--- src/rtl/genius_playback_ctrl.sv ---
// Playback sequencer for a Simon-style game: fetches, shows and blanks each symbol of a round,
// then waits for the player to finish or go idle.
module genius_playback_ctrl #(
  parameter int unsigned ON_TICKS      = 12_500_000,
  parameter int unsigned OFF_TICKS     = 6_250_000,
  parameter int unsigned TIMEOUT_TICKS = 250_000_000
) (
  input  logic       clock,
  input  logic       reset,
  input  logic       start,
  input  logic [3:0] level,
  input  logic [1:0] sym_in,
  input  logic       btn_event,
  input  logic       input_done,
  input  logic       abort,
  output logic       sym_req,
  output logic [3:0] sym_idx,
  output logic       show,
  output logic [1:0] sym_out,
  output logic       busy,
  output logic       done,
  output logic       timeout
);

  typedef enum logic [2:0] {StIdle, StFetch, StLatch, StOn, StOff, StWait} state_e;

  localparam logic [31:0] OnLast      = 32'(ON_TICKS - 1);
  localparam logic [31:0] OffLast     = 32'(OFF_TICKS - 1);
  localparam logic [31:0] TimeoutLast = 32'(TIMEOUT_TICKS - 1);

  state_e      state_q;
  logic [3:0]  len_q;
  logic [3:0]  idx_q;
  logic [1:0]  sym_q;
  logic [31:0] cnt_q;
  logic        done_q;
  logic        timeout_q;

  always_ff @(posedge clock) begin
    if (!reset) begin
      state_q   <= StIdle;
      len_q     <= '0;
      idx_q     <= '0;
      sym_q     <= '0;
      cnt_q     <= '0;
      done_q    <= 1'b0;
      timeout_q <= 1'b0;
    end else begin
      done_q    <= 1'b0;
      timeout_q <= 1'b0;
      if (abort && (state_q != StIdle)) begin
        state_q <= StIdle;
        cnt_q   <= '0;
      end else begin
        unique case (state_q)
          StIdle: begin
            if (start) begin
              len_q   <= level;
              idx_q   <= '0;
              cnt_q   <= '0;
              state_q <= StFetch;
            end
          end
          StFetch: state_q <= StLatch;
          StLatch: begin
            sym_q   <= sym_in;
            cnt_q   <= '0;
            state_q <= StOn;
          end
          StOn: begin
            if (cnt_q == OnLast) begin
              cnt_q   <= '0;
              state_q <= StOff;
            end else begin
              cnt_q <= cnt_q + 32'd1;
            end
          end
          StOff: begin
            if (cnt_q == OffLast) begin
              cnt_q <= '0;
              // idx stops at len_q, so level=15 plays 16 symbols without wrapping
              if (idx_q == len_q) begin
                state_q <= StWait;
              end else begin
                idx_q   <= idx_q + 4'd1;
                state_q <= StFetch;
              end
            end else begin
              cnt_q <= cnt_q + 32'd1;
            end
          end
          StWait: begin
            // input_done wins over a button press, which in turn defers expiry
            if (input_done) begin
              cnt_q   <= '0;
              done_q  <= 1'b1;
              state_q <= StIdle;
            end else if (btn_event) begin
              cnt_q <= '0;
            end else if (cnt_q == TimeoutLast) begin
              cnt_q     <= '0;
              timeout_q <= 1'b1;
              state_q   <= StIdle;
            end else begin
              cnt_q <= cnt_q + 32'd1;
            end
          end
          default: state_q <= StIdle;
        endcase
      end
    end
  end

  assign sym_req = (state_q == StFetch);
  assign sym_idx = idx_q;
  assign show    = (state_q == StOn);
  assign sym_out = (state_q == StOn) ? sym_q : 2'b00;
  assign busy    = (state_q != StIdle);
  assign done    = done_q;
  assign timeout = timeout_q;

endmodule

--- config.mk ---
export PLATFORM = sky130hd
export DESIGN_NAME = genius_playback_ctrl
export DESIGN_NICKNAME = d
export VERILOG_FILES = /design/src/rtl/genius_playback_ctrl.sv
export SDC_FILE = /design/constraint.sdc
export NUM_CORES = 1
export LEC_CHECK = 0
export ABC_AREA = 1
export CAP_MARGIN = 20
export CORE_ASPECT_RATIO = 1.2
export CORE_MARGIN = 3
export CORE_UTILIZATION = 55
export CTS_CLUSTER_DIAMETER = 30
export DETAILED_ROUTE_END_ITERATION = 10
export GPL_TIMING_DRIVEN = 0
export PLACE_DENSITY = 0.83
export SETUP_SLACK_MARGIN = 0.3
export SLEW_MARGIN = 20
export SYNTH_ARGS = -nofsm -noshare
export SYNTH_HDL_FRONTEND = slang
export SYNTH_SLANG_ARGS = --single-unit
--- constraint.sdc ---
create_clock -name clock -period 3.7 [get_ports clock]
set_input_delay 0.37 -clock clock [delete_from_list [all_inputs] [get_ports clock]]
set_output_delay 0.37 -clock clock [all_outputs]
set_load 0.005 [all_outputs]
==> run summary <==
Across all register-to-register paths, the minimum setup slack is between 1.5 and 2 ns. The final HPWL from detailed placement is 5133 um. The routed length per instance is 12.42 um. Once detail routing completed, the nets flagged for antenna violations numbered 0.

The run finished with clean final reports. The number of cells on the worst reg-to-reg path is 13. The worst slack at placement is around 1.4 ns. The sequential cell area is 940.9 um2. For met1 alone, demand over resource in global routing was 0.2552. The worst register-to-register path ends at cnt_q[2]$_SDFFE_PP0P_.

Derived from the worst setup path, the maximum achievable clock frequency is 461.7 MHz. The post-layout worst setup margin is around 1.5 ns. The design internal power came out at 973.3 uW.

For this run, design rule violations remaining after detail routing come to 0. Yosys printed 0 warnings. The share of synthesized flip-flops with an asynchronous set or reset came out at 0. Among all cell types in the netlist, the one instantiated most often is sky130_fd_sc_hd__nand2_1. The post-synth net total came out at 457.

The die outline area came out at just under 6000 um2. The tightest slew margin relative to the limit is 0.7367. In this run the static leakage power is 0.001231 uW. Compared with the post-synthesis result, the final layout area differs by 14.18%. After the first detailed-routing iteration, the DRC count stood at approximately 130.

The clock passes through at most 2 buffers. Entering global routing, the biggest net connects 14 pins. The cts-stage hold buffer count came out at 0. The most critical setup path has its startpoint at cnt_q[0]$_SDFFE_PP0P_. The worst path required time is 3.89 ns. In the synthesized netlist the dominant register cell turns out to be sky130_fd_sc_hd__dfxtp_1. The final hold violation count is 0. The clock tree skew after final layout came out at 0.008506 ns. The multi-input gate area in the final layout came out at 1584 um2. The critical path is of the reg -> reg type. In this run the most used layer during global routing was met2. For this design the total switching power over the nets is about 640 uW.

The number of filler instances in the final layout is 445. The final sum of negative setup slack is 0 ns. By count the netlist is led by sky130_fd_sc_hd__nand2_1 (116), sky130_fd_sc_hd__nor2_1 (84), sky130_fd_sc_hd__inv_1 (58). For met3 alone, demand over resource in global routing was 0.03373. In the final design database the tool counted 486 nets.

After detailed routing, the number of vias per cell comes to 5.174. In this run the worst path has a maximum fanout of 10. The final period demand of the worst path is 2.166 ns. The worst path arrival time came out at roughly 2.4 ns. The clock reaches the later pin of the worst-skew pair after ~0.30 ns. Summed over all instances, the cell type with the most area after synthesis is sky130_fd_sc_hd__dfxtp_1. The routability congestion estimate is a little under 1. In this run the standard cell core region covers 4730 um2. In this run the vertical extent of the chip is 83.99 um.

The H-tree was split into 2 levels. The element type at the critical path start is a flip-flop. In this run the critical register-to-register path is launched from cnt_q[0]$_SDFFE_PP0P_. The classification of the worst-slack hold path is reg -> reg.

Setup violations remaining at the end of the flow were counted as 0. The number of inserted diodes is 0. The placement row count is 27.

STA classifies the critical path endpoint as a flip-flop. Yosys attributes the largest share of cell area to sky130_fd_sc_hd__dfxtp_1 (34%), sky130_fd_sc_hd__nand2_1 (16%), sky130_fd_sc_hd__nor2_1 (11%), sky130_fd_sc_hd__inv_1 (7.8%), sky130_fd_sc_hd__xor2_1 (7.5%). The slew at the pin closest to its max-slew limit is 0.3936 ns. Counting every sink on the clock net gives 47.

The synthesized design contains 47 register bits. Setup repair after global routing left no endpoint under its margin. The overall overflow remaining after global route came out at 0.

The clock tree from TritonCTS is done. The part of the power in registers came out at 0.366. During I/O placement, the number of pins put on the boundary was 23.

A synthesized cell averages 6.293 um2. The maximum vdd ir drop is between 0.5 and 0.6 mV. The power density normalized to cell area is 506.9 nW/um2. The relative contribution of the clock network to total power came out at 0.229.

The CTS clock-pin slew for the worst setup and hold paths is 0.09 ns. After clock tree synthesis, the setup repair step added 0 buffers. Of the total power, combinational logic draws 0.405.

In the global route stage, overall resource usage came out at 0.2286. The part of the cycle the worst path needs is 0.5854. The via count of the first global-routing pass came out at about 2.7k.

The number of buffers added on ports is 22. The max-slew violation total from the final report came out at 0. The width of the die is 70.99 um.

The total wirelength of the detailed-routed design is 6581 um. The max-cap violation count came out at 0. The fraction of the yosys area taken by sequential cells came out at 0.3375. In this run the clock root is driven by a sky130_fd_sc_hd__clkbuf_8. The share of cells above drive strength 1 is 0.05508. The global routing usage on met2 came out at 0.4253. The unique cell type count in the Yosys netlist came out at 28.

The post-cts sizing count is 0. The first detailed-routing pass ran for 4 iterations. Synthesis handed over a netlist of 443 instances. The number of buffers created by CTS came out at 5. Of the total power, the share spent switching nets is 0.3968. The initial antenna violation count came out at 0.

The number of synthesized flops with an enable pin came out at 0. The proportion of netlist area held by the largest area contributor came out at 0.3375. The most critical setup path has its endpoint at cnt_q[2]$_SDFFE_PP0P_.

The starting density of the core came out at 0.5894. The post-synthesis instance area came out at 2788 um2. For this block, the via count after detailed routing is 2742.

The wire length of the first global-routing pass came out at between 10000 and 15000 um.
==> how the worst min path moves through the flow <==
stage	startpoint	endpoint	slack, ns	cells past startpoint
floorplan	sym_q[0]$_SDFFE_PN0P_	sym_q[0]$_SDFFE_PN0P_	0.43	2
global placement	sym_q[1]$_SDFFE_PN0P_	sym_q[1]$_SDFFE_PN0P_	0.44	2
detailed placement	sym_q[1]$_SDFFE_PN0P_	sym_q[1]$_SDFFE_PN0P_	0.45	2
CTS	sym_q[1]$_SDFFE_PN0P_	sym_q[1]$_SDFFE_PN0P_	0.46	2
global route	sym_q[0]$_SDFFE_PN0P_	sym_q[0]$_SDFFE_PN0P_	0.49	2
finish	sym_q[1]$_SDFFE_PN0P_	sym_q[1]$_SDFFE_PN0P_	0.46	2
==> cell families after synthesis <==
group	after synthesis	share of synthesized area
flip-flops	47	0.3375
AND/OR/NAND/NOR	269	0.4066
AO/OA/AOI/OAI	33	0.06778
XOR/XNOR	27	0.08483
buffers and inverters	65	0.09425
adder cells (fa/ha/maj)	2	0.008975
==> final cells by class <==
| class | instances | share of cell area |
|---|---|---|
| Sequential cell | 47 | 0.2956 |
| Clock buffer | 6 | 0.02280 |
| Timing Repair Buffer | 22 | 0.06918 |
| Inverter | 61 | 0.07233 |
| Clock inverter | 1 | 0.009434 |
| Tap cell | 58 | 0.02280 |
| Buffer | 4 | 0.01022 |
| Multi-Input combinational cell | 331 | 0.4976 |
==> cells in the final DEF (no fill, tap or decap), drive strengths merged <==
| master | n |
|---|---|
| dfxtp | 47 |
| nor4 | 2 |
| or3 | 1 |
| nor3 | 11 |
| o22ai | 1 |
| clkinv | 1 |
| nor2 | 89 |
| or2 | 1 |
| nand3 | 33 |
| bufinv | 1 |
| clkbuf | 6 |
| o21ai | 12 |
| a21oi | 18 |
| clkdlybuf4s50 | 22 |
| ha | 2 |
| xor2 | 24 |
| o2111ai | 2 |
| nand4 | 10 |
| nand3b | 1 |
| buf | 4 |
| inv | 60 |
| nand2 | 121 |
| xnor2 | 3 |
==> layer usage <==
metal / vias up / wire length, um / share of wire
met1: 1230 / 2857 / 0.43
li1: 1442 / - / -
met2: 56 / 3387 / 0.51
met5: - / 0 / 0
met3: 14 / 185 / 0.028
met4: 0 / 150 / 0.023
==> critical path: stages, from the launching register on <==
cell and delay [ns]:
sky130_fd_sc_hd__dfxtp_1 0.38, sky130_fd_sc_hd__ha_1 0.19, sky130_fd_sc_hd__nand2_1 0.10, sky130_fd_sc_hd__nor2_2 0.17, sky130_fd_sc_hd__nand3_1 0.10, sky130_fd_sc_hd__nor2_1 0.11
sky130_fd_sc_hd__nand2_1 0.10, sky130_fd_sc_hd__nand2_2 0.14, sky130_fd_sc_hd__nand2_1 0.09, sky130_fd_sc_hd__clkinv_2 0.09, sky130_fd_sc_hd__nand2_4 0.09, sky130_fd_sc_hd__o21ai_4 0.26
sky130_fd_sc_hd__buf_6 0.19, sky130_fd_sc_hd__nor2_1 0.05
==> power by group through the flow <==
stage	registers (uW)	clock network [uW]	logic, uW
after floorplan	596	0	456
after global placement	600	0	648
after CTS	591	370	659
after detailed placement	603	0	657
after global routing	600	390	732
final	591	370	653
==> flip-flops by register name, indices dropped and copies added, names as in the netlist <==
name,count
cnt_q,32
state_q,3
sym_q,2
sym_idx,4
timeout,1
done,1
len_q,4
==> through the flow <==
stage          utilization  cells  power [uW]  area, um2  hold slack, ns
5_1_grt             0.6730    530        1721       3183          0.4950
3_5_place_dp        0.6513    523        1260       3080          0.4517
4_1_cts             0.6730    530        1620       3183          0.4646
3_3_place_gp        0.6513    523        1248       3080          0.4403
2_1_floorplan            -    443        1052       2788          0.4294
6_report            0.6730    530        1613       3183          0.4646
Note: power is estimated with default switching activity, not from simulation.
